**config.mk**
```make
export PLATFORM = sky130hd
export DESIGN_NAME = id_stage_flat
export DESIGN_NICKNAME = d
export VERILOG_FILES = /design/src/rtl/id_stage_if.sv /design/src/rtl/id_stage.sv /design/src/flat_wrapper.sv
export SDC_FILE = /design/constraint.sdc
export NUM_CORES = 1
export LEC_CHECK = 0
export BUFFER_PORTS_ARGS = -buffer_cell sky130_fd_sc_hd__buf_2
export CORE_MARGIN = 1
export CORE_UTILIZATION = 35
export DETAILED_ROUTE_END_ITERATION = 8
export GPL_ROUTABILITY_DRIVEN = 0
export HOLD_SLACK_MARGIN = 0.03
export PLACE_DENSITY_LB_ADDON = 0.12
export SYNTH_ARGS = -nofsm -noshare
export SYNTH_HDL_FRONTEND = slang
export SYNTH_SLANG_ARGS = --single-unit
export TNS_END_PERCENT = 5
```
**constraint.sdc**
```tcl
create_clock -name clk -period 1.84 [get_ports clk]
set_input_delay 0 -clock clk [delete_from_list [all_inputs] [get_ports clk]]
set_output_delay 0 -clock clk [all_outputs]
set_load 0.1 [all_outputs]
```
**src/rtl/id_stage_if.sv**
```systemverilog
// Bundle of fetch-side, execute-side and output-side signals of the decode stage.
// master = the surrounding pipeline / bench, slave = id_stage.
interface id_stage_if #(
  parameter int REG_ADDR_W  = 5,
  parameter int STALL_CNT_W = 16
);
  logic                   in_valid;
  logic                   in_ready;
  logic [31:0]            in_instruction;
  logic [31:0]            in_pc;
  logic                   flush;
  logic                   ex_mem_read;
  logic [REG_ADDR_W-1:0]  ex_rd;
  logic                   out_valid;
  logic                   out_ready;
  logic [31:0]            out_pc;
  logic [2:0]             out_funct3;
  logic [6:0]             out_funct7;
  logic [REG_ADDR_W-1:0]  out_rs1;
  logic [REG_ADDR_W-1:0]  out_rs2;
  logic [REG_ADDR_W-1:0]  out_rd;
  logic [31:0]            out_imm;
  logic                   out_op1_src;
  logic                   out_op2_src;
  logic                   out_mem_read;
  logic                   out_mem_write;
  logic                   out_reg_write;
  logic                   out_illegal;
  logic [1:0]             out_wb_src;
  logic [STALL_CNT_W-1:0] stall_count;

  modport master (
    output in_valid, in_instruction, in_pc, flush, ex_mem_read, ex_rd, out_ready,
    input  in_ready, out_valid, out_pc, out_funct3, out_funct7, out_rs1, out_rs2,
           out_rd, out_imm, out_op1_src, out_op2_src, out_mem_read, out_mem_write,
           out_reg_write, out_illegal, out_wb_src, stall_count
  );

  modport slave (
    input  in_valid, in_instruction, in_pc, flush, ex_mem_read, ex_rd, out_ready,
    output in_ready, out_valid, out_pc, out_funct3, out_funct7, out_rs1, out_rs2,
           out_rd, out_imm, out_op1_src, out_op2_src, out_mem_read, out_mem_write,
           out_reg_write, out_illegal, out_wb_src, stall_count
  );
endinterface

```
**src/rtl/id_stage.sv**
```systemverilog
// RV32I/E instruction decode stage: combinational decode, one output register, load-use stall.
// Optional macro ID_RV32M_EN accepts the M-extension R-type encoding (funct7 = 0000001).
module id_stage #(
  parameter int REG_ADDR_W  = 5,
  parameter int STALL_CNT_W = 16
) (
  input  logic    clk,
  input  logic    rst_n,
  id_stage_if.slave bus
);

  localparam logic [6:0] OPC_R     = 7'b0110011;
  localparam logic [6:0] OPC_I     = 7'b0010011;
  localparam logic [6:0] OPC_L     = 7'b0000011;
  localparam logic [6:0] OPC_JALR  = 7'b1100111;
  localparam logic [6:0] OPC_S     = 7'b0100011;
  localparam logic [6:0] OPC_B     = 7'b1100011;
  localparam logic [6:0] OPC_LUI   = 7'b0110111;
  localparam logic [6:0] OPC_AUIPC = 7'b0010111;
  localparam logic [6:0] OPC_JAL   = 7'b1101111;

  typedef struct packed {
    logic [31:0]           pc;
    logic [2:0]            funct3;
    logic [6:0]            funct7;
    logic [REG_ADDR_W-1:0] rs1;
    logic [REG_ADDR_W-1:0] rs2;
    logic [REG_ADDR_W-1:0] rd;
    logic [31:0]           imm;
    logic                  op1_src;
    logic                  op2_src;
    logic                  mem_read;
    logic                  mem_write;
    logic                  reg_write;
    logic                  illegal;
    logic [1:0]            wb_src;
  } dec_t;

  logic [31:0]           w_instr;
  logic [6:0]            w_opcode;
  logic                  w_is_r, w_is_i, w_is_l, w_is_jalr, w_is_s;
  logic                  w_is_b, w_is_lui, w_is_auipc, w_is_jal;
  logic                  w_known, w_writes_rd, w_reads_rs1, w_reads_rs2;
  logic [REG_ADDR_W-1:0] w_rs1_idx, w_rs2_idx, w_rd_idx;
  logic                  w_rs1_oob, w_rs2_oob, w_rd_oob;
  logic                  w_f7_ok;
  logic                  w_illegal;
  logic [31:0]           w_imm;
  dec_t                  w_dec;
  logic                  w_hazard, w_in_ready, w_accept;

  dec_t                   r_out;
  logic                   r_out_valid;
  logic [STALL_CNT_W-1:0] r_stall_cnt;

  assign w_instr  = bus.in_instruction;
  assign w_opcode = w_instr[6:0];

  assign w_is_r     = (w_opcode == OPC_R);
  assign w_is_i     = (w_opcode == OPC_I);
  assign w_is_l     = (w_opcode == OPC_L);
  assign w_is_jalr  = (w_opcode == OPC_JALR);
  assign w_is_s     = (w_opcode == OPC_S);
  assign w_is_b     = (w_opcode == OPC_B);
  assign w_is_lui   = (w_opcode == OPC_LUI);
  assign w_is_auipc = (w_opcode == OPC_AUIPC);
  assign w_is_jal   = (w_opcode == OPC_JAL);

  assign w_known     = w_is_r | w_is_i | w_is_l | w_is_jalr | w_is_s | w_is_b |
                       w_is_lui | w_is_auipc | w_is_jal;
  assign w_writes_rd = w_is_r | w_is_i | w_is_l | w_is_jalr | w_is_lui | w_is_auipc | w_is_jal;
  assign w_reads_rs1 = ~(w_is_lui | w_is_auipc | w_is_jal);
  assign w_reads_rs2 = w_is_r | w_is_s | w_is_b;

  assign w_rs1_idx = w_instr[15 +: REG_ADDR_W];
  assign w_rs2_idx = w_instr[20 +: REG_ADDR_W];
  assign w_rd_idx  = w_instr[7  +: REG_ADDR_W];

  // Register fields are always 5 bits wide; RV32E must reject indices 16..31.
  assign w_rs1_oob = (w_instr[19:15] >> REG_ADDR_W) != 5'd0;
  assign w_rs2_oob = (w_instr[24:20] >> REG_ADDR_W) != 5'd0;
  assign w_rd_oob  = (w_instr[11:7]  >> REG_ADDR_W) != 5'd0;

`ifdef ID_RV32M_EN
  assign w_f7_ok = (w_instr[31:25] == 7'b0000000) | (w_instr[31:25] == 7'b0100000) |
                   (w_instr[31:25] == 7'b0000001);
`else
  assign w_f7_ok = (w_instr[31:25] == 7'b0000000) | (w_instr[31:25] == 7'b0100000);
`endif

  assign w_illegal = ~w_known | (w_writes_rd & w_rd_oob) | (w_reads_rs1 & w_rs1_oob) |
                     (w_reads_rs2 & w_rs2_oob) | (w_is_r & ~w_f7_ok);

  always_comb begin
    // NOTE: default first so every path assigns w_imm and no latch is inferred.
    w_imm = '0;
    if (w_is_i | w_is_l | w_is_jalr)
      w_imm = {{20{w_instr[31]}}, w_instr[31:20]};
    else if (w_is_s)
      w_imm = {{20{w_instr[31]}}, w_instr[31:25], w_instr[11:7]};
    else if (w_is_b)
      w_imm = {{19{w_instr[31]}}, w_instr[31], w_instr[7], w_instr[30:25], w_instr[11:8], 1'b0};
    else if (w_is_lui | w_is_auipc)
      w_imm = {w_instr[31:12], 12'h000};
    else if (w_is_jal)
      w_imm = {{11{w_instr[31]}}, w_instr[31], w_instr[19:12], w_instr[20], w_instr[30:21], 1'b0};
  end

  always_comb begin
    w_dec           = '0;
    w_dec.pc        = bus.in_pc;
    w_dec.funct3    = w_instr[14:12];
    w_dec.funct7    = w_instr[31:25];
    w_dec.rs1       = w_is_lui ? '0 : w_rs1_idx;
    w_dec.rs2       = w_rs2_idx;
    w_dec.rd        = w_rd_idx;
    w_dec.imm       = w_imm;
    w_dec.op1_src   = w_is_b | w_is_auipc | w_is_jal;
    w_dec.op2_src   = ~w_is_r;
    w_dec.mem_read  = w_is_l & ~w_illegal;
    w_dec.mem_write = w_is_s & ~w_illegal;
    w_dec.reg_write = w_writes_rd & (w_rd_idx != '0) & ~w_illegal;
    w_dec.illegal   = w_illegal;
    w_dec.wb_src    = w_is_l ? 2'd1 : (w_is_jal ? 2'd3 : (w_is_jalr ? 2'd2 : 2'd0));
  end

  // Load-use: the offered instruction needs a register the load in EX has not produced yet.
  assign w_hazard = bus.in_valid & bus.ex_mem_read & (bus.ex_rd != '0) &
                    ((w_reads_rs1 & (w_rs1_idx == bus.ex_rd)) |
                     (w_reads_rs2 & (w_rs2_idx == bus.ex_rd)));

  assign w_in_ready = (~r_out_valid | bus.out_ready) & ~w_hazard & ~bus.flush;
  assign w_accept   = bus.in_valid & w_in_ready;

  // NOTE: state registers use non-blocking assignments so all flops update together at the edge.
  always_ff @(posedge clk or negedge rst_n) begin
    if (!rst_n) begin
      r_out_valid <= 1'b0;
      // NOTE: data fields are reset too, so downstream sees all-zero outputs during reset.
      r_out       <= '0;
    end else if (bus.flush) begin
      r_out_valid <= 1'b0;
    end else if (w_accept) begin
      r_out       <= w_dec;
      r_out_valid <= 1'b1;
    end else if (bus.out_ready) begin
      r_out_valid <= 1'b0;
    end
  end

  always_ff @(posedge clk or negedge rst_n) begin
    if (!rst_n)
      r_stall_cnt <= '0;
    else if (w_hazard & ~bus.flush & ~(&r_stall_cnt))
      r_stall_cnt <= r_stall_cnt + 1'b1;
  end

  assign bus.in_ready      = w_in_ready;
  assign bus.out_valid     = r_out_valid;
  assign bus.out_pc        = r_out.pc;
  assign bus.out_funct3    = r_out.funct3;
  assign bus.out_funct7    = r_out.funct7;
  assign bus.out_rs1       = r_out.rs1;
  assign bus.out_rs2       = r_out.rs2;
  assign bus.out_rd        = r_out.rd;
  assign bus.out_imm       = r_out.imm;
  assign bus.out_op1_src   = r_out.op1_src;
  assign bus.out_op2_src   = r_out.op2_src;
  assign bus.out_mem_read  = r_out.mem_read;
  assign bus.out_mem_write = r_out.mem_write;
  assign bus.out_reg_write = r_out.reg_write;
  assign bus.out_illegal   = r_out.illegal;
  assign bus.out_wb_src    = r_out.wb_src;
  assign bus.stall_count   = r_stall_cnt;

endmodule
```
**src/flat_wrapper.sv**
```systemverilog
// flat-port wrapper written by rule: the top's interface ports become plain ports
module id_stage_flat 
#(
  parameter int REG_ADDR_W  = 5,
  parameter int STALL_CNT_W = 16
)
  (clk, rst_n, bus_in_valid, bus_in_instruction, bus_in_pc, bus_flush, bus_ex_mem_read, bus_ex_rd, bus_out_ready, bus_in_ready, bus_out_valid, bus_out_pc, bus_out_funct3, bus_out_funct7, bus_out_rs1, bus_out_rs2, bus_out_rd, bus_out_imm, bus_out_op1_src, bus_out_op2_src, bus_out_mem_read, bus_out_mem_write, bus_out_reg_write, bus_out_illegal, bus_out_wb_src, bus_stall_count);
  id_stage_if #(.REG_ADDR_W(REG_ADDR_W), .STALL_CNT_W(STALL_CNT_W)) bus_i ();
  input  logic clk;
  input  logic rst_n;
  input wire logic [$bits(bus_i.in_valid)-1:0] bus_in_valid;
  input wire logic [$bits(bus_i.in_instruction)-1:0] bus_in_instruction;
  input wire logic [$bits(bus_i.in_pc)-1:0] bus_in_pc;
  input wire logic [$bits(bus_i.flush)-1:0] bus_flush;
  input wire logic [$bits(bus_i.ex_mem_read)-1:0] bus_ex_mem_read;
  input wire logic [$bits(bus_i.ex_rd)-1:0] bus_ex_rd;
  input wire logic [$bits(bus_i.out_ready)-1:0] bus_out_ready;
  output wire logic [$bits(bus_i.in_ready)-1:0] bus_in_ready;
  output wire logic [$bits(bus_i.out_valid)-1:0] bus_out_valid;
  output wire logic [$bits(bus_i.out_pc)-1:0] bus_out_pc;
  output wire logic [$bits(bus_i.out_funct3)-1:0] bus_out_funct3;
  output wire logic [$bits(bus_i.out_funct7)-1:0] bus_out_funct7;
  output wire logic [$bits(bus_i.out_rs1)-1:0] bus_out_rs1;
  output wire logic [$bits(bus_i.out_rs2)-1:0] bus_out_rs2;
  output wire logic [$bits(bus_i.out_rd)-1:0] bus_out_rd;
  output wire logic [$bits(bus_i.out_imm)-1:0] bus_out_imm;
  output wire logic [$bits(bus_i.out_op1_src)-1:0] bus_out_op1_src;
  output wire logic [$bits(bus_i.out_op2_src)-1:0] bus_out_op2_src;
  output wire logic [$bits(bus_i.out_mem_read)-1:0] bus_out_mem_read;
  output wire logic [$bits(bus_i.out_mem_write)-1:0] bus_out_mem_write;
  output wire logic [$bits(bus_i.out_reg_write)-1:0] bus_out_reg_write;
  output wire logic [$bits(bus_i.out_illegal)-1:0] bus_out_illegal;
  output wire logic [$bits(bus_i.out_wb_src)-1:0] bus_out_wb_src;
  output wire logic [$bits(bus_i.stall_count)-1:0] bus_stall_count;
  assign bus_i.in_valid = bus_in_valid;
  assign bus_i.in_instruction = bus_in_instruction;
  assign bus_i.in_pc = bus_in_pc;
  assign bus_i.flush = bus_flush;
  assign bus_i.ex_mem_read = bus_ex_mem_read;
  assign bus_i.ex_rd = bus_ex_rd;
  assign bus_i.out_ready = bus_out_ready;
  assign bus_in_ready = bus_i.in_ready;
  assign bus_out_valid = bus_i.out_valid;
  assign bus_out_pc = bus_i.out_pc;
  assign bus_out_funct3 = bus_i.out_funct3;
  assign bus_out_funct7 = bus_i.out_funct7;
  assign bus_out_rs1 = bus_i.out_rs1;
  assign bus_out_rs2 = bus_i.out_rs2;
  assign bus_out_rd = bus_i.out_rd;
  assign bus_out_imm = bus_i.out_imm;
  assign bus_out_op1_src = bus_i.out_op1_src;
  assign bus_out_op2_src = bus_i.out_op2_src;
  assign bus_out_mem_read = bus_i.out_mem_read;
  assign bus_out_mem_write = bus_i.out_mem_write;
  assign bus_out_reg_write = bus_i.out_reg_write;
  assign bus_out_illegal = bus_i.out_illegal;
  assign bus_out_wb_src = bus_i.out_wb_src;
  assign bus_stall_count = bus_i.stall_count;
  id_stage #(.REG_ADDR_W(REG_ADDR_W), .STALL_CNT_W(STALL_CNT_W)) u_core (.clk(clk), .rst_n(rst_n), .bus(bus_i));
endmodule
```
==> Flow_metrics.wiki, run 1 <==
{| class="wikitable"
! Metric !! Value
|-
| Vias per cell || about 4.8
|-
| Critical path's largest stage delay || roughly 400 ps
|-
| Core occupancy in the finished layout || 56.54%
|-
| TritonCTS buffer count || 17
|-
| Average wire per cell in the routed design || 16.27 µm
|-
| Critical path endpoint category || register
|-
| Minimum setup slack in the final design || -17.19 ps
|-
| Total negative setup slack || -45.29 ps
|-
| Number of enable flip-flop cells after synthesis || 0
|-
| Synth Warn # || 0
|-
| Worst-path clk slew || 50 ps
|-
| Largest clock skew in the final design || roughly 4 ps
|-
| Source of the worst register-to-register timing path || u_core.bus.out_valid
|-
| Setup violations, final || 5
|-
| Cell leakage power || around 0.0038 µW
|-
| Final slew viol count || 0
|-
| Period minus WS final || 1857 ps
|-
| Kind of path behind the tightest hold check || in2reg
|-
| R2R Path End || u_core.bus.out_pc[31]
|-
| Fraction of layout instances using a drive strength above 1 || between 40 and 50%
|-
| Number of design-rule violations left by the first detailed-router iteration || approximately 160
|-
| Crit-path slowest cell || sky130_fd_sc_hd__dfrtp_2
|-
| Via count of the routed design || about 4500
|-
| Ports || 190
|-
| First-pass GRT wire length || roughly 23000 µm
|-
| Sink count of the clock tree || 114
|-
| Pin slew with the least headroom to its limit || about 650 ps
|-
| First-pass DRT Iterations || 4
|-
| Maximum number of pins on one net before global-route repair || 46
|-
| Part of the Yosys area used for sequential elements || 55.96%
|-
| Fraction of synthesis flops using an asynchronous set or reset pin || 100.0%
|-
| Clock tree from TritonCTS || done
|-
| HP Start || bus_in_instruction[5]
|-
| Synth cell count leaders || sky130_fd_sc_hd__dfrtp_1 (114), sky130_fd_sc_hd__mux2_1 (59), sky130_fd_sc_hd__a21oi_1 (51)
|-
| Worst setup path category || reg2reg
|-
| Fraction of the cycle the final worst path needs || 100.9%
|-
| Height of the chip || between 100 and 150 µm
|-
| Worst-case hold path end point || u_core.bus.out_mem_read
|-
| Antenna violations before repair || 1
|-
| Remaining DRCs || 0
|-
| Number of hold violations in the final report || 0
|-
| Detailed-route wire length || roughly 15000 µm
|-
| Effective utilization at floorplan || ~36%
|-
| Status || complete, but fails checks
|-
| Register-to-Register Path Depth || 7
|-
| Most frequently used cell type in the post-synthesis netlist || sky130_fd_sc_hd__dfrtp_1
|-
| GRT Total Usage || between 20% and 30%
|-
| Htree depth || 4
|-
| Failing checks || negative setup slack
|-
| Worst vdd ir || 794.6 µV
|-
| Maximum fanout along the worst path || 10
|-
| Worst hold margin || a little over 80 ps
|-
| Max-capacitance violation count || 0
|-
| CP Data Required Time || between 2000 and 2500 ps
|-
| Area growth from synthesis to layout || 55.74%
|-
| Core area || roughly 14000 µm²
|-
| R2r setup slk || -20 ps
|-
| Register bit count reported by yosys || 114
|-
| Synthesized instance count || about 450
|-
| Pre-CTS setup slack || -356.4 ps
|-
| Power per cell area || roughly 1200 nW/µm²
|-
| RSZ-0062 raised after global routing || yes
|-
| Final antenna-violating net count || 0
|-
| Relative slew slack || between 50% and 60%
|-
| Cell area after placement || 6553 µm²
|-
| Global route total overflow || 0
|-
| Die area || about 15000 µm²
|-
| Cell variety after synth || 43
|-
| Worst hold path cell count || 3
|-
| Share of the synthesized area in the top cell type || between 50 and 60%
|-
| F_max || around 540 MHz
|-
| Number of input and output port buffers inserted || approximately 190
|-
| Clock tree root buffer cell || sky130_fd_sc_hd__clkbuf_16
|-
| Average cell area after synthesis || ~11 µm²
|-
| Clock Latency Late Sink || approximately 410 ps
|-
| Cells taking the most area after synthesis || sky130_fd_sc_hd__dfrtp_1 (56%), sky130_fd_sc_hd__mux2_1 (13%), sky130_fd_sc_hd__a21oi_1 (5.0%)
|-
| HPWL Detailed || ~10000 µm
|-
| Kind of launch point of the worst setup path || register
|-
| Cell area after technology mapping || between 5000 and 6000 µm²
|-
| Critical path cell sequence || nor2b_1 -> nor2_1 -> nand2_1 -> nor3_4 -> buf_6 -> clkbuf_16 -> mux2_1
|-
| Final net count || 820
|-
| Buffer depth of the longest clock path || 2
|-
| Worst EP arrival || approximately 2200 ps
|-
| Via count of the first global-routing pass || about 4400
|-
| Most instantiated flip-flop cell in the synthesis netlist || sky130_fd_sc_hd__dfrtp_1
|-
| Number of nets produced by synthesis || between 500 and 600
|-
| Floorplan row count || 43
|-
| Area leader, netlist || sky130_fd_sc_hd__dfrtp_1
|-
| Width of the chip || 122.7 µm
|-
| Non-Filler Cell Area, Final || between 7000 and 8000 µm²
|}
-- cell type report --
class	instances	area, µm²
repair buffers	297	2056
diodes	1	2.502
fillers	1246	6103
clock inverters	6	80.08
well taps	180	225.2
flip-flops and latches	114	2899
multi-input cells	296	2121
clock buffers	23	488.0
inverters	18	67.56
-- kinds of logic (layout without fill, tap and decap cells) --
group | count (synthesis) | in the layout | synth area share [%]
buf+inv | 41 | 344 | 4.762
simple gates | 125 | 125 | 12.32
fa+ha+maj | 1 | 1 | 0.2454
other cells | 0 | 1 | 0
flops | 114 | 114 | 55.96
mux | 59 | 59 | 13.03
xor+xnor | 24 | 24 | 4.124
compound gates | 87 | 87 | 9.549
-- layout by cell type, fill, tap and decap left out, types with 6 or more instances in the layout --
| master | synthesis | routed |
|---|---|---|
| sky130_fd_sc_hd__clkbuf_16 | 0 | 20 |
| sky130_fd_sc_hd__nand2_1 | 18 | 18 |
| sky130_fd_sc_hd__dfrtp_1 | 114 | 97 |
| sky130_fd_sc_hd__o21ai_1 | 15 | 14 |
| sky130_fd_sc_hd__a21oi_1 | 51 | 51 |
| sky130_fd_sc_hd__mux2_4 | 0 | 17 |
| sky130_fd_sc_hd__nand3_1 | 21 | 20 |
| sky130_fd_sc_hd__dlygate4sd3_1 | 0 | 61 |
| sky130_fd_sc_hd__mux2_1 | 59 | 42 |
| sky130_fd_sc_hd__dfrtp_2 | 0 | 7 |
| sky130_fd_sc_hd__nor3_1 | 8 | 7 |
| sky130_fd_sc_hd__xor2_1 | 11 | 11 |
| sky130_fd_sc_hd__dfrtp_4 | 0 | 10 |
| sky130_fd_sc_hd__buf_6 | 8 | 7 |
| sky130_fd_sc_hd__buf_2 | 5 | 187 |
| sky130_fd_sc_hd__nor2_1 | 43 | 43 |
| sky130_fd_sc_hd__inv_1 | 18 | 18 |
| sky130_fd_sc_hd__buf_4 | 6 | 34 |
| sky130_fd_sc_hd__xnor2_1 | 13 | 13 |
| sky130_fd_sc_hd__nand4_1 | 6 | 6 |
-- sequential cells by signal (all words and copies together), names as in the netlist, 3 cells and up --
name and count:
u_core.bus.out_pc 32, u_core.bus.out_rs1 5, u_core.bus.out_rs2 5, u_core.bus.out_imm 32, u_core.bus.out_funct3 3, u_core.bus.out_funct7 7
u_core.bus.out_rd 5, u_core.bus.stall_count 16
-- through the flow --
stage / total power (µW) / instances
6_report: 9803 / 935
5_1_grt: 10160 / 934
4_1_cts: 9790 / 926
3_5_place_dp: 6475 / 836
3_3_place_gp: 6444 / 836
2_1_floorplan: 5788 / 451
-- metal layers --
| metal | up-vias | global-route usage [%] | share of wire, % |
|---|---|---|---|
| met4 | 0 | 8.841 | 2.0 |
| met1 | 2199 | 25.63 | 45 |
| met3 | 24 | 7.110 | 6.6 |
| met2 | 143 | 30.83 | 47 |
| li1 | 2165 | - | - |
| met5 | - | 0 | 0 |
-- worst max path at each step --
stage	start	slack (ps)	end
after floorplan	u_core.bus.stall_count[8]	-170	u_core.bus.stall_count[1]
after global placement	bus_ex_rd[0]	-230	u_core.bus.out_imm[27]
after detailed placement	bus_ex_rd[0]	-360	u_core.bus.out_imm[25]
after CTS	u_core.bus.stall_count[10]	20	u_core.bus.stall_count[1]
after global routing	u_core.bus.out_valid	-80	u_core.bus.out_pc[25]
final	u_core.bus.out_valid	-20	u_core.bus.out_pc[31]
-- timing repair --
item                       in CTS  in global routing
resized for setup               0                 22
setup buffers                   0                  3
hold endpoints to repair      203                  0
hold buffers                   61                  0
setup endpoints to repair       0                 59
-- report_power, final --
group | switching (µW) | leakage, µW | internal (µW) | total [µW]
Combinational | 2920 | 0.00211 | 700 | 3620
Sequential | 170 | 0.00137 | 2830 | 3000
Clock | 1090 | 0.000285 | 2100 | 3180
-- critical path, delay by kind of cell, from the launching register on --
kind                   cells  cell delay, ps
buffers and inverters      2             370
multiplexers               1             320
AND/OR/NAND/NOR            4             640
flip-flops                 1             400
(Power assumes the default switching activity.)
==> run 2, diff against run 1 <==
--- a/config.mk
+++ b/config.mk
@@ -5,7 +5,7 @@
 export SDC_FILE = /design/constraint.sdc
 export NUM_CORES = 1
 export LEC_CHECK = 0
-export BUFFER_PORTS_ARGS = -buffer_cell sky130_fd_sc_hd__buf_2
+export BUFFER_PORTS_ARGS = -buffer_cell sky130_fd_sc_hd__clkbuf_2
 export CORE_MARGIN = 1
 export CORE_UTILIZATION = 35
 export DETAILED_ROUTE_END_ITERATION = 8
==> run 2 against run 1 <==
Net effect:
- the flow now finishes without violations
- design area fell by 1.3%
- final cell count fell by 0.21%
- clock-buffer cell count fell by 4
- register-to-register slack improved by 50 ps
- setup slack improved by 52 ps
- via count is 0.84% lower
- first-iteration DRC count up 28%
- core utilization fell by 0.73 points
- clock power rose by 1%
- die area unchanged
- critical path type unchanged
- largest cell class unchanged
- largest power group unchanged
==> Flow_metrics.wiki, run 2 (synthesis gave the netlist of run 1 again) <==
{| class="wikitable"
! Metric !! Value
|-
| Timing startpoint of the critical path || u_core.bus.out_valid (unchanged)
|-
| Pin slew with the least headroom to its limit || 673.6 ps (was 645.2 ps)
|-
| Share of total power in combinational logic || 36.3% (was 36.9%)
|-
| Width of the chip || 122.7 µm (unchanged)
|-
| Register-to-Register Path Depth || 7 (unchanged)
|-
| Internal power || 5489 µW (was 5630 µW)
|-
| Remaining DRCs || 0 (unchanged)
|-
| R2r setup slk || 30 ps (was -20 ps)
|-
| Sink count of the clock tree || 114 (unchanged)
|-
| Worst vdd ir || 854.7 µV (was 794.6 µV)
|-
| Via count of the routed design || 4493 (was 4531)
|-
| Max-capacitance violation count || 0 (unchanged)
|-
| Source of the worst register-to-register timing path || u_core.bus.out_valid (unchanged)
|-
| Area growth from synthesis to layout || 53.73% (was 55.74%)
|-
| Clock network fraction of total power || 32.9% (was 32.5%)
|-
| Kind of launch point of the worst setup path || register (unchanged)
|-
| Via count of the first global-routing pass || 4447 (was 4409)
|-
| Setup violations, final || 0 (was 5)
|-
| Detailed-route wire length || 14950 µm (was 15210 µm)
|-
| Maximum fanout along the worst path || 21 (was 10)
|-
| Proportion of power drawn by flip-flops and latches || 30.8% (was 30.6%)
|-
| Fraction of the cycle the final worst path needs || 98.13% (was 100.9%)
|-
| Average wire per cell in the routed design || 16.02 µm (was 16.27 µm)
|-
| Period minus WS final || 1806 ps (was 1857 ps)
|-
| Final net count || 816 (was 820)
|-
| First-pass DRT Iterations || 4 (unchanged)
|-
| Die area || 15050 µm² (unchanged)
|-
| Clock tree from TritonCTS || done (unchanged)
|-
| Core occupancy in the finished layout || 55.81% (was 56.54%)
|-
| Kind of path behind the tightest hold check || in2reg (unchanged)
|-
| Status || completed (was complete, but fails checks)
|-
| Worst hold margin || 97.86 ps (was 80.73 ps)
|-
| Count of inserted antenna diode cells || 0 (was 1)
|-
| Core area || 14040 µm² (unchanged)
|-
| Number of input and output port buffers inserted || 189 (unchanged)
|-
| Relative slew slack || 55.09% (was 56.98%)
|-
| Switching Share || 43.85% (was 42.57%)
|-
| Net switching power of the design || 4287 µW (was 4173 µW)
|-
| Final slew viol count || 0 (unchanged)
|-
| Buffer depth of the longest clock path || 2 (unchanged)
|-
| Final antenna-violating net count || 0 (unchanged)
|-
| Termination of the worst setup path || u_core.bus.out_rs2[3] (was u_core.bus.out_pc[31])
|-
| GRT Total Usage || 19.93% (was 20.16%)
|-
| Clock Latency Late Sink || 410 ps (about the same)
|-
| Vias per cell || 4.816 (was 4.846)
|-
| Leading cell types in the layout, fill and taps excluded || sky130_fd_sc_hd__clkbuf_2 (187), sky130_fd_sc_hd__dfrtp_1 (97), sky130_fd_sc_hd__dlygate4sd3_1 (60), sky130_fd_sc_hd__mux2_1 (58), sky130_fd_sc_hd__a21oi_1 (51) (was sky130_fd_sc_hd__buf_2 (187), sky130_fd_sc_hd__dfrtp_1 (97), sky130_fd_sc_hd__dlygate4sd3_1 (61), sky130_fd_sc_hd__a21oi_1 (51), sky130_fd_sc_hd__nor2_1 (43))
|-
| R2R Path End || u_core.bus.out_rs2[3] (was u_core.bus.out_pc[31])
|-
| Ports || 190 (unchanged)
|-
| Height of the chip || 122.7 µm (unchanged)
|-
| Worst-path clk slew || 60 ps (was 50 ps)
|-
| F_max || 553.8 MHz (was 538.4 MHz)
|-
| Leading cell type in the layout, fill and taps excluded || sky130_fd_sc_hd__clkbuf_2 (was sky130_fd_sc_hd__buf_2)
|-
| TritonCTS buffer count || 17 (unchanged)
|-
| Power per cell area || 1248 nW/µm² (was 1235 nW/µm²)
|-
| Floorplan row count || 43 (unchanged)
|-
| Critical path endpoint category || register (unchanged)
|-
| RSZ-0062 raised after global routing || yes (unchanged)
|-
| Worst EP arrival || 2100 ps (was 2150 ps)
|-
| Antenna violations before repair || 0 (was 1)
|-
| Cell leakage power || 0.003696 µW (was 0.003766 µW)
|-
| Maximum number of pins on one net before global-route repair || 115 (was 46)
|-
| HPWL Detailed || 9817 µm (was 10050 µm)
|-
| Effective utilization at floorplan || 36.30% (unchanged)
|-
| Largest clock skew in the final design || 5.353 ps (was 4.035 ps)
|-
| Htree depth || 4 (unchanged)
|-
| Fraction of layout instances using a drive strength above 1 || 39.18% (was 40.98%)
|-
| Global route total overflow || 0 (unchanged)
|-
| Clock tree root buffer cell || sky130_fd_sc_hd__clkbuf_16 (unchanged)
|-
| Number of hold violations in the final report || 0 (unchanged)
|-
| Final Power || 9776 µW (was 9803 µW)
|-
| Worst setup path category || reg2reg (unchanged)
|-
| First-pass GRT wire length || 22460 µm (was 22750 µm)
|-
| CP Data Required Time || 2130 ps (about the same)
|-
| Number of design-rule violations left by the first detailed-router iteration || 203 (was 159)
|}
[run 2: cell types whose count changed in the layout (fill, tap and decap cells not counted), moves of 5 or more]
cell,delta
sky130_fd_sc_hd__mux2_4,-16
sky130_fd_sc_hd__buf_2,-187
sky130_fd_sc_hd__clkbuf_2,+187
sky130_fd_sc_hd__buf_6,-6
sky130_fd_sc_hd__clkinvlp_4,+5
sky130_fd_sc_hd__mux2_1,+16
[run 2: worst min path at each step]
| stage | cells after the start | slack, ps | end | start |
|---|---|---|---|---|
| 5_1_grt | 3 | 100 | u_core.bus.out_mem_read | bus_in_instruction[5] |
| 3_5_place_dp | 2 | 140 | u_core.bus.out_pc[22] | rst_n |
| 3_3_place_gp | 2 | 140 | u_core.bus.out_pc[21] | rst_n |
| 4_1_cts | 3 | 80 | u_core.bus.out_mem_read | bus_in_instruction[5] |
| 6_report | 3 | 100 | u_core.bus.out_mem_read | bus_in_instruction[5] |
| 2_1_floorplan | 0 | -300 | u_core.bus.out_funct3[0] | rst_n |
[run 2: cell type report]
| type | count | area [µm²] |
|---|---|---|
| clock buffer | 19 | 442.9 |
| fill | 1254 | 6206 |
| clock inverter | 13 | 135.1 |
| sequential | 114 | 2899 |
| multi-input combinational | 296 | 2071 |
| timing repair buffer | 293 | 1996 |
| inverter | 18 | 67.56 |
| tap | 180 | 225.2 |
[run 2: critical path, cell delays in order (launching register included)]
cell,delay [ps]
sky130_fd_sc_hd__dfrtp_2,410
sky130_fd_sc_hd__nor2b_2,170
sky130_fd_sc_hd__nor2_1,100
sky130_fd_sc_hd__nand2_1,90
sky130_fd_sc_hd__nor3_4,200
sky130_fd_sc_hd__buf_4,190
sky130_fd_sc_hd__buf_16,170
sky130_fd_sc_hd__mux2_1,340
[run 2: power by group through the flow]
stage	Combinational [µW]	Clock, µW	Sequential [µW]
floorplan	427	0	5360
global placement	3400	0	3040
detailed placement	3420	0	3050
CTS	3530	3300	3010
global route	3670	3410	3050
finish	3550	3220	3010
[run 2: what timing repair did]
item / CTS / global route
setup endpoints to repair: 0 / 64
gates resized for setup: 0 / 5
hold buffers: 60 / 0
hold endpoints to repair: 202 / 0
setup buffers: 0 / 2
[run 2: metrics by stage]
step / setup slack [ps] / instances / setup TNS (ps) / instance area, µm²
after floorplan: -170.8 / 451 / -6025 / 5194
after global placement: -209.0 / 836 / -17930 / 6540
after global routing: -35.74 / 933 / -799.8 / 7836
final: 34.39 / 933 / 0 / 7836
after detailed placement: -276.4 / 836 / -23970 / 6540
after CTS: 25.05 / 928 / 0 / 7719
[run 2: metal layers]
layer	global-route usage, %	up-vias	wire length, µm
met5	0	-	0
met4	8.765	0	274
met3	7.249	21	1130
met2	31.57	157	7066
met1	24.26	2149	6476
li1	-	2166	-
==> run 3, diff against run 2 <==
--- a/config.mk
+++ b/config.mk
@@ -12,6 +12,7 @@
 export GPL_ROUTABILITY_DRIVEN = 0
 export HOLD_SLACK_MARGIN = 0.03
 export PLACE_DENSITY_LB_ADDON = 0.12
+export SKIP_LAST_GASP = 1
 export SYNTH_ARGS = -nofsm -noshare
 export SYNTH_HDL_FRONTEND = slang
 export SYNTH_SLANG_ARGS = --single-unit
==> constraint.sdc (replaced) <==
create_clock -name clk -period 1.84 [get_ports clk]
set_input_delay 0.368 -clock clk [delete_from_list [all_inputs] [get_ports clk]]
set_output_delay 0.368 -clock clk [all_outputs]
set_load 0.1 [all_outputs]
==> run 3 against run 2 <==
Net effect:
- the run now ends with negative setup slack left
- combinational power increased by 1%
- largest power group unchanged
- final cell count decreased by 1.8%
- setup slack got worse by 630 ps
- largest cell class unchanged
- die area unchanged
- non-clock buffer count decreased by 16
- sequential share of layout area increased by 0.25 points
==> Flow_metrics.wiki, run 3 (synthesis gave the netlist of run 1 again) <==
{| class="wikitable"
! Metric !! Value
|-
| Final net count || 800 (was 816)
|-
| Average wire per cell in the routed design || 15.99 µm (was 16.02 µm)
|-
| Largest clock skew in the final design || 2.894 ps (was 5.353 ps)
|-
| Maximum number of pins on one net before global-route repair || 66 (was 115)
|-
| Worst hold path cell count || 2 (was 3)
|-
| Share of total power in combinational logic || 36.3% (about the same)
|-
| CP Data Required Time || 1470 ps (was 2130 ps)
|-
| Worst EP arrival || 2070 ps (was 2100 ps)
|-
| Via count of the routed design || 4487 (was 4493)
|-
| Failing checks || negative setup slack
|-
| Total negative setup slack || -31640 ps (was 0 ps)
|-
| Kind of launch point of the worst setup path || input port (was register)
|-
| Ports || 190 (unchanged)
|-
| Global route total overflow || 0 (unchanged)
|-
| Vias per cell || 4.898 (was 4.816)
|-
| Internal power || 5677 µW (was 5489 µW)
|-
| Number of filler cells placed in the layout || 1264 (was 1254)
|-
| Leading cell types in the layout, fill and taps excluded || sky130_fd_sc_hd__clkbuf_2 (185), sky130_fd_sc_hd__dfrtp_1 (98), sky130_fd_sc_hd__buf_4 (67), sky130_fd_sc_hd__mux2_1 (56), sky130_fd_sc_hd__a21oi_1 (51) (was sky130_fd_sc_hd__clkbuf_2 (187), sky130_fd_sc_hd__dfrtp_1 (97), sky130_fd_sc_hd__dlygate4sd3_1 (60), sky130_fd_sc_hd__mux2_1 (58), sky130_fd_sc_hd__a21oi_1 (51))
|-
| Critical path endpoint category || output pin (was register)
|-
| Worst setup path category || in2out (was reg2reg)
|-
| Setup violations, final || 100 (was 0)
|-
| Height of the chip || 122.7 µm (unchanged)
|-
| Detailed-route wire length || 14650 µm (was 14950 µm)
|-
| GRT Total Usage || 19.77% (was 19.93%)
|-
| Met2 Use GR || 30.13% (was 31.57%)
|-
| Width of the chip || 122.7 µm (unchanged)
|-
| Die area || 15050 µm² (unchanged)
|-
| Fraction of layout instances using a drive strength above 1 || 45.79% (was 39.18%)
|-
| Pin slew with the least headroom to its limit || 585.7 ps (was 673.6 ps)
|-
| Area growth from synthesis to layout || 52.11% (was 53.73%)
|-
| Switching Share || 42.66% (was 43.85%)
|-
| Pre-CTS setup slack || -644.4 ps (was -276.4 ps)
|-
| Antenna violations before repair || 0 (unchanged)
|-
| Kind of path behind the tightest hold check || in2reg (unchanged)
|-
| Met3 track utilization from global routing || 6.924% (was 7.249%)
|-
| Number of input and output port buffers inserted || 189 (unchanged)
|-
| Clock tree root buffer cell || sky130_fd_sc_hd__clkbuf_16 (unchanged)
|-
| RSZ-0062 raised after global routing || yes (unchanged)
|-
| Status || complete, but fails checks (was completed)
|-
| Register-to-Register Path Depth || 9 (was 7)
|-
| F_max || 410.4 MHz (was 553.8 MHz)
|-
| Busiest grt layer || met2 (unchanged)
|-
| Clock tree from TritonCTS || done (unchanged)
|-
| Max-capacitance violation count || 0 (unchanged)
|-
| Proportion of power drawn by flip-flops and latches || 30.3% (was 30.8%)
|-
| Number of design-rule violations left by the first detailed-router iteration || 155 (was 203)
|-
| Fraction of the cycle the final worst path needs || 132.4% (was 98.13%)
|-
| Net switching power of the design || 4224 µW (was 4287 µW)
|-
| Clock network fraction of total power || 33.5% (was 32.9%)
|-
| Core area || 14040 µm² (unchanged)
|-
| Final slew viol count || 0 (unchanged)
|-
| Minimum setup slack in the final design || -596.7 ps (was 34.39 ps)
|-
| Remaining DRCs || 0 (unchanged)
|-
| Cell leakage power || 0.003768 µW (was 0.003696 µW)
|-
| Clock Latency Late Sink || 410 ps (about the same)
|-
| Final antenna-violating net count || 0 (unchanged)
|-
| Floorplan row count || 43 (unchanged)
|-
| Count of inserted antenna diode cells || 0 (unchanged)
|-
| HPWL Detailed || 10610 µm (was 9817 µm)
|-
| Worst vdd ir || 749.3 µV (was 854.7 µV)
|-
| Buffer depth of the longest clock path || 2 (unchanged)
|-
| Number of hold violations in the final report || 0 (unchanged)
|-
| TritonCTS buffer count || 17 (unchanged)
|-
| Relative slew slack || 61.12% (was 55.09%)
|-
| Maximum fanout along the worst path || 4 (was 21)
|-
| Power per cell area || 1277 nW/µm² (was 1248 nW/µm²)
|-
| Htree depth || 4 (unchanged)
|-
| Period minus WS final || 2437 ps (was 1806 ps)
|-
| Leading cell type in the layout, fill and taps excluded || sky130_fd_sc_hd__clkbuf_2 (unchanged)
|-
| First-pass GRT wire length || 22220 µm (was 22460 µm)
|-
| Effective utilization at floorplan || 36.30% (unchanged)
|-
| First-pass DRT Iterations || 5 (was 4)
|-
| Met1 GRT Util || 25.83% (was 24.26%)
|-
| Via count of the first global-routing pass || 4375 (was 4447)
|-
| Worst-path clk slew || 50 ps (was 60 ps)
|-
| Sink count of the clock tree || 114 (unchanged)
|}
run 3: cell types whose count changed in the layout (fill, tap and decap cells not counted), sizes merged, moves of 2 or more:
cell,previous run,this run
clkinvlp,5,2
inv,20,18
buf,43,88
dlygate4sd3,60,1
run 3: power groups by stage:
stage          logic, µW  clock network, µW  registers, µW
2_1_floorplan        423                  0           5360
3_3_place_gp        3460                  0           3020
3_5_place_dp        3480                  0           3040
4_1_cts             3570               3380           3000
5_1_grt             3720               3500           3040
6_report            3590               3310           3000
run 3: cell type report:
cell class	instances	area, µm²	area share [%]
Clock buffer	21	460.4	5.938
Inverter	18	67.56	0.8714
Timing Repair Buffer	277	1916	24.71
Multi-Input combinational cell	296	2063	26.61
Sequential cell	114	2888	37.24
Tap cell	180	225.2	2.905
Clock inverter	10	133.9	1.727
run 3: path summary, 6_finish.rpt:
path / end / slack [ps] / startpoint
worst max register to register: u_core.bus.out_pc[6] / -140 / u_core.bus.out_valid
worst min register to register: u_core.bus.stall_count[15] / 480 / u_core.bus.stall_count[15]
worst min-delay path: u_core.bus.out_pc[0] / 180 / bus_in_pc[0]
min in group asynchronous: u_core.bus.out_pc[24] / 500 / rst_n
worst max-delay path: bus_in_ready / -600 / bus_ex_rd[4]
max in group asynchronous: u_core.bus.out_pc[26] / 1010 / rst_n
run 3: metal layers:
layer | up-vias | wire (µm)
li1 | 2126 | -
met1 | 2182 | 6635
met2 | 161 | 6804
met3 | 18 | 982
met4 | 0 | 222
met5 | - | 0
run 3: what timing repair did:
| action | 4_1_cts | 5_1_grt |
|---|---|---|
| setup endpoints to repair | 95 | 106 |
| setup buffers | 5 | 11 |
| gates resized for setup | 11 | 15 |
| gates cloned | 4 | 2 |
| hold buffers | 1 | 0 |
| endpoints found under the hold margin | 114 | 0 |
| pin swaps | 2 | 5 |
run 3: critical path, stage by stage:
cell,delay (ps)
sky130_fd_sc_hd__buf_6,90
sky130_fd_sc_hd__or4_4,520
sky130_fd_sc_hd__o211ai_1,180
sky130_fd_sc_hd__buf_4,160
sky130_fd_sc_hd__nor4_4,50
sky130_fd_sc_hd__or2_4,270
sky130_fd_sc_hd__nor3_4,210
sky130_fd_sc_hd__buf_12,200
run 3: per-stage QoR:
step	area, µm²	hold slack [ps]	power (µW)	std cells	util (%)
after CTS	7581	161.7	9945	904	53.99
after global placement	6746	388.2	6483	863	48.04
after detailed placement	6746	386.8	6522	863	48.04
after global routing	7754	160.0	10250	916	55.22
after floorplan	5144	72.41	5781	451	-
final	7754	175.6	9900	916	55.22
